### src/rtl/fifo_byte_packer.sv
// Byte-to-word packer feeding a shared-port FIFO: fills 32-bit words little-endian,
// holds a completed word until the FIFO accepts it, and flags words popped on the read side.
module fifo_byte_packer #(
    parameter logic [7:0] PAD_BYTE = 8'h00,
    parameter int         CNT_W    = 16
) (
    input  logic             CLK,
    input  logic             RESETH,
    input  logic             IN_VALID,
    input  logic [7:0]       IN_DATA,
    input  logic             IN_LAST,
    output logic             IN_READY,
    input  logic             FIFO_FULL,
    input  logic             FIFO_EMPTY,
    output logic             WRH_RDL,
    output logic [31:0]      FIFO_DIN,
    output logic             RD_VALID,
    output logic [CNT_W-1:0] WORD_CNT,
    output logic [CNT_W-1:0] STALL_CNT
);

    typedef enum logic {S_FILL, S_PEND} state_t;

    state_t             r_state, w_state_nxt;
    logic [1:0]         r_byte_idx, w_byte_idx_nxt;
    logic [31:0]        r_word, w_word_nxt;
    logic               r_rd_valid;
    logic [CNT_W-1:0]   r_word_cnt, r_stall_cnt;
    logic               w_done, w_wr, w_stall;

    always_comb begin
        w_state_nxt    = r_state;
        w_byte_idx_nxt = r_byte_idx;
        w_word_nxt     = r_word;
        w_done         = 1'b0;
        w_wr           = 1'b0;
        w_stall        = 1'b0;
        case (r_state)
            S_FILL: begin
                if (IN_VALID) begin
                    w_done = (r_byte_idx == 2'd3) || IN_LAST;
                    // Lanes above the current byte are padded only when the word closes early.
                    for (int i = 0; i < 4; i++) begin
                        if (2'(i) == r_byte_idx)
                            w_word_nxt[8*i +: 8] = IN_DATA;
                        else if (w_done && (2'(i) > r_byte_idx))
                            w_word_nxt[8*i +: 8] = PAD_BYTE;
                    end
                    w_byte_idx_nxt = w_done ? 2'd0 : r_byte_idx + 2'd1;
                    if (w_done)
                        w_state_nxt = S_PEND;
                end
            end
            S_PEND: begin
                if (!FIFO_FULL) begin
                    w_wr        = 1'b1;
                    w_state_nxt = S_FILL;
                end else begin
                    w_stall = 1'b1;
                end
            end
            default: w_state_nxt = S_FILL;
        endcase
    end

    always_ff @(posedge CLK) begin
        if (RESETH) begin
            r_state     <= S_FILL;
            r_byte_idx  <= 2'd0;
            r_word      <= 32'd0;
            r_rd_valid  <= 1'b0;
            r_word_cnt  <= '0;
            r_stall_cnt <= '0;
        end else begin
            r_state    <= w_state_nxt;
            r_byte_idx <= w_byte_idx_nxt;
            r_word     <= w_word_nxt;
            // The FIFO registers DATAOUT on the same edge it pops, so this lines up with it.
            r_rd_valid <= !WRH_RDL && !FIFO_EMPTY;
            if (w_wr)
                r_word_cnt <= r_word_cnt + CNT_W'(1);
            if (w_stall && (r_stall_cnt != '1))
                r_stall_cnt <= r_stall_cnt + CNT_W'(1);
        end
    end

    assign IN_READY  = (r_state == S_FILL);
    assign WRH_RDL   = (r_state == S_PEND);
    assign FIFO_DIN  = r_word;
    assign RD_VALID  = r_rd_valid;
    assign WORD_CNT  = r_word_cnt;
    assign STALL_CNT = r_stall_cnt;

endmodule

### config.mk
export PLATFORM = sky130hd
export DESIGN_NAME = fifo_byte_packer
export DESIGN_NICKNAME = d
export VERILOG_FILES = /design/src/rtl/fifo_byte_packer.sv
export SDC_FILE = /design/constraint.sdc
export NUM_CORES = 1
export LEC_CHECK = 0
export CORE_UTILIZATION = 40
export CTS_CLUSTER_DIAMETER = 80
export DETAILED_ROUTE_END_ITERATION = 7
export GPL_ROUTABILITY_DRIVEN = 1
export PLACE_DENSITY = 0.71
export SYNTH_ARGS = -nofsm -noshare
export SYNTH_HDL_FRONTEND = slang
export SYNTH_SLANG_ARGS = --single-unit
### constraint.sdc
create_clock -name CLK -period 1.5 [get_ports CLK]
set_input_delay 0.3 -clock CLK [delete_from_list [all_inputs] [get_ports CLK]]
set_output_delay 0.3 -clock CLK [all_outputs]
set_load 0.005 [all_outputs]
# After elaboration in Yosys (flattened, before gate mapping)
# Index checks and enable logic that the tools add are counted.
# word_totals
register_bits	68
input_bits	14
out_inout_bits	67
wordCells	57
# op_classes
addsub	3
order_cmp	4
eq_ne	5
muxes	16
bitwise_logic	1
n_reduce_logical	19
# ops
cell	count
$mux 8	8
$add 16x1->16 const B	2
$ne 16x16->1 const B	1
$reduce_and 3->1	4
$reduce_bool 2->1	4
$logic_and 1x1->1	6
$mux 1	6
$eq 2x2->1 const A	2
$gt 1x2->1 const A	2
$gt 2x2->1 const A	2
$add 2x1->2 const B	1
$eq 1x2->1 const A	1
$eq 2x2->1 const B	1
$logic_not 1->1	2
$logic_not 2->1	1
$mux 2	1
$pmux 1 s2	1
$reduce_and 2->1	1
$logic_or 1x1->1	1
$not 1->1	1

# Depth between registers and ports, before layout
# Gate-level depths: netlist of the first run.
# logic_depth
word_depth	5
ltp_mapped	7
depth_no_buf	6

# Least setup slack after synthesis of the first run
# No wires, ideal clock.
# synth_path
path_type	register to register
start	register r_stall_cnt[0] (netlist: STALL_CNT[0])
end	register r_stall_cnt[14] (netlist: STALL_CNT[14])
setup_time_ps	121
t_arrival_ps	1470
t_required_ps	1379
slack_ps	-90
stages_incl_launch_ff	6
path_buffers	0
period_less_slack_ps	1590
path_cell_list	dfxtp_1 -> ha_1 -> and3_2 -> o31ai_2 -> nor4_1 -> mux2_2
# synth_between
elab_chain_len	2
elab_cells_between_ends	3
cone_classes	add/sub: 1; eq/ne: 1; reduce/logical: 1
# synth_rtl
element	line	source
start, declared	28	logic [CNT_W-1:0] r_word_cnt, r_stall_cnt;
start signal, assigned	83	r_stall_cnt <= r_stall_cnt + CNT_W'(1);
parallel branches: the longest is 2 deep, another holds $add 16x1->16	n/a	
# Parallel ways; which one is timed is not known.
# A chain may end at the register's enable or synchronous reset.

# Final worst setup path of the first run
# layout_path
start	register r_state (netlist: WRH_RDL)
end	register r_stall_cnt[11] (netlist: STALL_CNT[11])
# layout_between
elab_chain_len	2
# layout_rtl
element	line	source
start, declared	24	state_t r_state, w_state_nxt;
start signal, assigned	75	r_state <= w_state_nxt;
$mux 1	38	case (r_state)
$logic_and 1x1->1	82	if (w_stall && (r_stall_cnt != '1))
# Every way passes these cells.

==> metrics.cfg, run 1 <==
[status]
status=finished with violations
violations=negative setup slack

[global_route]
grtUsageTotal_pct=22.89
antenna_found_initial=0
gr-usage-met2_pct=37.91
grt.busiest_layer=met2
use_met1_pct=29.45
grt_pass1_vias=2930
grt_max_degree=41
grt_pass1_wl_um=13700
gr-total-overflow=0
grt_use_met3_pct=3.864

[yosys]
synth.yosys.seq_area_share_pct=46.12
syn_area_per_cell_um2=8.837
synth.distinct_cells=43
synth_cells=334
syn-cell-area_mm2=0.002952
async_flop_share_pct=0
synth_flop_cell=dfxtp_1
syn-num-nets=355
synth-edff-count=0
ys_ff_latch=68
yosysWarnings=0

[flow_run]
drv_cap=0

[critical_path]
crit_type=reg2reg
crit_start=WRH_RDL$_SDFF_PP0_
r2r_cells=4
rr_endpoint=STALL_CNT[11]$_SDFFE_PP0P_
endpoint_kind=flop
r2r_start=WRH_RDL$_SDFF_PP0_
reg2reg_slack_ns=-0.11
crit_chain=and4_4 -> nand4_4 -> or4_1 -> a21oi_1
startpoint_type=flop
cp_slowest_stage_delay_ns=0.56
cp_max_fo=7
crit_arrival_ns=1.87
critical_path_required_ns=1.76
cp_slowest_cell=or4_1

[sta]
tightest_slew_ns=0.3467
postLayoutSetupSlackWorst_ns=-0.1076
setup_viol=6
drv_slew=0
fmax_ghz=0.6221
grt_setup_unrepaired=true
max_slew_margin_pct=76.88
post-route-period-util_pct=107.2
hold_ws_ns=0.4241
finalHoldViolations=0
clock_skew_ns=0.006402
fin_crit_ns=1.608

[final_layout]
final_cell_area_mm2=0.004903
layout_common_cells=buf_4 (78), dfxtp_2 (42), nand2_1 (36)
fin_cells=595
final_util_pct=70.61
layout-drive-gt1-share_pct=37.07
nNetsFinal=515
diodes=0
area_delta_synth_final_pct=66.13
final_common_cell=buf_4
nFillCells=525

[die]
start_util_pct=42.50
core_area_mm2=0.006944
ios=81
rows=30
die_w_um=87.90
dieArea_mm2=0.007726
dieHeight_um=87.90

[clocking]
cts_tree=yes
clkTransAtPathRegs_ns=0.08
cts.sinks=68
cts.path.max_buffers=2
cts_buffers=9
cts_root_buffer=clkbuf_8
clk_latency_ns=0.34
htreeDepth=3

[min_path]
hold-path-cell-count=3
hold_path.class=in2reg
hp-start=RESETH
worstHoldEndpoint=STALL_CNT[10]$_SDFFE_PP0P_

[pwr]
powerDensity_mw_per_mm2=775.3
p_leak_nw=2.559
irDropWorstVdd_uv=449.5

[drt]
drc=0
drtIter0Drc=172
routed_wl_um=9063
via_per_inst=5.200
first_pass_iters=5
vias=3094
drt-wirelength-per-cell_um=15.23
drtAntennaViolNets=0

[placed_design]
post-place-ws_ns=-0.5187
portBuffers=80
dp_cells=546
place_congestion=0.8264
place_hpwl_um=5854
detailed_place.area_mm2=0.004208

==> through the flow <==
stage                     total power [mW]  setup TNS, ns
after floorplan                      2.063      -0.009729
after global placement               2.267         -14.97
after detailed placement             2.276         -16.01
after CTS                            3.802        -0.1625
after global routing                 3.942        -0.7514
final                                3.802        -0.3095
==> cell usage after synthesis, types with 2 or more instances <==
cell type / count / area, um^2
and4b_2: 2 / 22.52
nand3_1: 30 / 150.1
and4_1: 3 / 26.28
nor3_1: 6 / 30.03
or4_1: 3 / 22.52
ha_1: 7 / 87.58
nand2_1: 38 / 142.6
dfxtp_1: 68 / 1361
o21ai_1: 2 / 10.01
o21ai_0: 9 / 45.04
clkbuf_1: 10 / 37.54
nor2_1: 29 / 108.9
inv_1: 5 / 18.77
mux2i_1: 4 / 40.04
a21oi_1: 36 / 180.2
a22o_1: 8 / 70.07
nor4_1: 4 / 25.02
o21a_1: 2 / 15.01
xor2_1: 11 / 96.34
mux2_2: 5 / 56.30
o31ai_1: 2 / 15.01
nand2b_1: 3 / 18.77
or3_1: 4 / 25.02
buf_2: 4 / 20.02
xnor2_1: 2 / 17.52
and3_1: 3 / 18.77
and3_2: 2 / 15.01
clkbuf_8: 2 / 27.53
nand4_1: 10 / 62.56
nor2b_1: 7 / 43.79
==> metal layers <==
| metal | share of wire (%) | up-vias |
|---|---|---|
| li1 | - | 1515 |
| met1 | 44 | 1463 |
| met2 | 50 | 105 |
| met3 | 5.2 | 11 |
| met4 | 1.3 | 0 |
| met5 | 0 | - |
==> final cells by class <==
class	count	area, um^2	area share [%]
inverters	5	18.77	0.3828
repair buffers	164	1496	30.52
well taps	96	120.1	2.450
clock inverters	7	81.33	1.659
flip-flops and latches	68	1436	29.29
clock buffers	9	123.9	2.526
multi-input cells	246	1627	33.17
==> cell families (layout without fill, tap and decap cells) <==
family                     after synthesis  after routing  synth area share [%]
DFF                                     68             68                 46.12
muxes                                    9              9                 3.264
buffers and inverters                   21            185                 3.519
adders and majority gates                7              7                 2.967
xor gates and xnor gates                13             13                 3.858
and+or+nand+nor                        152            153                 27.43
AOI/OAI and AO/OA                       64             64                 12.84
==> worst max path at each step <==
stage | to | depth (start not counted) | slack [ns]
2_1_floorplan | STALL_CNT[3]$_SDFFE_PP0P_ | 4 | -0.005
3_3_place_gp | STALL_CNT[13]$_SDFFE_PP0P_ | 5 | -0.49
3_5_place_dp | STALL_CNT[13]$_SDFFE_PP0P_ | 5 | -0.52
4_1_cts | STALL_CNT[13]$_SDFFE_PP0P_ | 5 | -0.06
5_1_grt | STALL_CNT[11]$_SDFFE_PP0P_ | 4 | -0.12
6_report | STALL_CNT[11]$_SDFFE_PP0P_ | 4 | -0.11
==> flip-flops by register name, indices dropped and copies added (netlist names) <==
register    flops
r_byte_idx      2
FIFO_DIN       32
RD_VALID        1
STALL_CNT      16
WORD_CNT       16
WRH_RDL         1
==> power breakdown <==
group | internal (mW) | switching, mW | total (mW)
Clock | 0.791 | 0.773 | 1.56
Combinational | 0.181 | 0.202 | 0.383
Sequential | 1.83 | 0.0248 | 1.86
==> worst max-delay path: cells and delay by family, from the launching register on <==
kind	cells	cell delay, ns
AO/OA/AOI/OAI	1	0.16
flip-flops	1	0.37
AND/OR/NAND/NOR	3	1.00
==> what timing repair did <==
action                                  in CTS  in global routing
hold buffers                                 0                  0
endpoints found under the setup margin      66                 70
cloned                                       1                  0
gates resized for setup                     82                 65
endpoints found under the hold margin        0                  0
pin swaps                                    8                 21
buffers inserted                            19                 14
(Power assumes the default switching activity.)
==> inputs of run 2 (changes only) <==
--- a/config.mk
+++ b/config.mk
@@ -5,6 +5,7 @@
 export SDC_FILE = /design/constraint.sdc
 export NUM_CORES = 1
 export LEC_CHECK = 0
+export CAP_MARGIN = 10
 export CORE_UTILIZATION = 40
 export CTS_CLUSTER_DIAMETER = 80
 export DETAILED_ROUTE_END_ITERATION = 7
==> results of run 2 <==
Same layout as run 1: the final DEF is identical, and so are final timing and power.
==> inputs of run 3 (changes only) <==
--- a/config.mk
+++ b/config.mk
@@ -6,11 +6,11 @@
 export NUM_CORES = 1
 export LEC_CHECK = 0
 export CAP_MARGIN = 10
-export CORE_UTILIZATION = 40
+export CORE_UTILIZATION = 45
 export CTS_CLUSTER_DIAMETER = 80
 export DETAILED_ROUTE_END_ITERATION = 7
 export GPL_ROUTABILITY_DRIVEN = 1
-export PLACE_DENSITY = 0.71
+export PLACE_DENSITY = 0.76
 export SYNTH_ARGS = -nofsm -noshare
 export SYNTH_HDL_FRONTEND = slang
 export SYNTH_SLANG_ARGS = --single-unit
==> constraint.sdc (replaced) <==
create_clock -name CLK -period 1.9 [get_ports CLK]
set_input_delay 0.38 -clock CLK [delete_from_list [all_inputs] [get_ports CLK]]
set_output_delay 0.38 -clock CLK [all_outputs]
set_load 0.005 [all_outputs]
==> run 3 against run 2 <==
Against the previous run: the flow now finishes without violations; hold slack lost 0.057 ns; routed wire length shrank 19%; sequential power shrank 21%; clock skew grew 0.0017 ns; first-iteration DRC count shrank 25%; final cell count shrank 14%; combinational power shrank 32%; total power shrank 12%; clock-buffer cell count is the same; largest cell class unchanged.
==> metrics.cfg, run 3 (same netlist as run 1, synthesis figures left out) <==
[drt]
drt-wirelength-per-cell_um=14.33
vias=2737
drc=0
routed_wl_um=7321
drtIter0Drc=129
via_per_inst=5.356
drtAntennaViolNets=0
first_pass_iters=4

[sta]
fin_crit_ns=1.792
postLayoutSetupSlackWorst_ns=0.1078
grt_setup_unrepaired=false
post-route-period-util_pct=94.32
tightest_slew_ns=0.6118
drv_slew=0
clock_skew_ns=0.008124
setup_viol=0
max_slew_margin_pct=58.94
fmax_ghz=0.5580
finalHoldViolations=0

[clocking]
cts.sinks=68
post_cts_buffers=0
cts_root_buffer=clkbuf_8
cts.path.max_buffers=2
cts_tree=yes
cts_buffers=9
clkTransAtPathRegs_ns=0.07
clk_latency_ns=0.34
htreeDepth=3

[critical_path]
r2r_start=STALL_CNT[0]$_SDFFE_PP0P_
cp_slowest_cell=clkdlybuf4s50_1
endpoint_kind=output port
crit_chain=clkdlybuf4s50_1
crit_type=reg2out
crit_buf_inv=1
cp.depth=1
startpoint_type=flop
critical_path_required_ns=1.52
path_delay_family=buffers and inverters
reg2reg_slack_ns=0.22
rr_endpoint=STALL_CNT[14]$_SDFFE_PP0P_
cp_slowest_stage_delay_ns=0.57
cp_max_fo=9
r2r_cells=5
crit_arrival_ns=1.41

[placed_design]
place_congestion=0.8325
place_hpwl_um=5242
detailed_place.area_mm2=0.003909
portBuffers=80
post-place-ws_ns=-0.1667

[min_path]
worstHoldEndpoint=WRH_RDL$_SDFF_PP0_
hold_path.class=in2reg
hold-path-cell-count=2
hp-start=RESETH

[pwr]
p_leak_nw=1.534
irDropWorstVdd_uv=525.1
powerDensity_mw_per_mm2=797.4

[final_layout]
diodes=0
largest_register_ff_count=32
area_delta_synth_final_pct=41.75
nNetsFinal=450
final_common_cell=clkdlybuf4s50_1
final_cell_area_mm2=0.004184
nFillCells=521
layout_common_cells=clkdlybuf4s50_1 (79), dfxtp_1 (66), nand2_1 (38)
layout-drive-gt1-share_pct=13.36

[die]
ios=81
start_util_pct=46.48
rows=29
die_w_um=82.99
dieArea_mm2=0.006887
dieHeight_um=82.99
core_area_mm2=0.006350

[status]
status=complete, no violations

[global_route]
antenna_found_initial=0
grt_pass1_vias=2545
gr-total-overflow=0
grtUsageTotal_pct=21.96
grt_pass1_wl_um=12250
grt_max_degree=26

[flow_run]
drv_cap=0

[run 3: cell types whose count changed in the layout (fill, tap and decap cells not counted), sizes merged]
cell and change:
dlygate4sd2 -31, buf -65, clkinv -2, inv -1
clkdlybuf4s50 +60, dlymetal6s2s -27, nor3 -1, bufinv +3
clkdlybuf4s15 -1
[run 3: worst max path at each step]
stage / start / to / slack, ns
finish: STALL_CNT[7]$_SDFFE_PP0P_ / STALL_CNT[7] / 0.11
detailed placement: FIFO_FULL / STALL_CNT[13]$_SDFFE_PP0P_ / -0.17
floorplan: STALL_CNT[0]$_SDFFE_PP0P_ / STALL_CNT[14]$_SDFFE_PP0P_ / 0.31
global route: STALL_CNT[7]$_SDFFE_PP0P_ / STALL_CNT[7] / 0.04
CTS: WRH_RDL$_SDFF_PP0_ / IN_READY / 0.04
global placement: FIFO_FULL / STALL_CNT[13]$_SDFFE_PP0P_ / -0.13
[run 3: area by class of cell]
class	instances	area [um^2]	area share, %
multi-input cells	245	1490	35.62
repair buffers	100	945.9	22.61
inverters	5	18.77	0.4486
flip-flops and latches	68	1364	32.60
clock inverters	7	145.1	3.469
well taps	77	96.34	2.303
clock buffers	9	123.9	2.961
[run 3: routing by layer]
metal / share of wire (%) / global-route usage [%] / vias to the layer above
li1: - / - / 1380
met1: 49 / 30.54 / 1285
met2: 45 / 33.53 / 63
met3: 4.5 / 4.274 / 9
met4: 1.5 / 8.777 / 0
met5: 0 / 0 / -
[run 3: what timing repair did]
item | CTS | global route
endpoints found under the setup margin | 0 | 4
resized for setup | 0 | 3
hold buffers | 0 | 0
[run 3: stage by stage]
step	power [mW]	TNS [ns]	hold slack, ns	util, %	std cells
floorplan	1.629	0	0.4483	-	334
global placement	1.756	-0.6665	0.4373	61.56	495
detailed placement	1.764	-0.8601	0.4454	61.56	495
CTS	3.348	0	0.3666	65.79	511
global route	3.442	0	0.3896	65.89	511
finish	3.336	0	0.3673	65.89	511
[run 3: power by group]
group	switching [mW]	internal (mW)	total [mW]
sequential	0.0212	1.45	1.47
clock	0.589	1.01	1.60
combinational	0.139	0.122	0.260
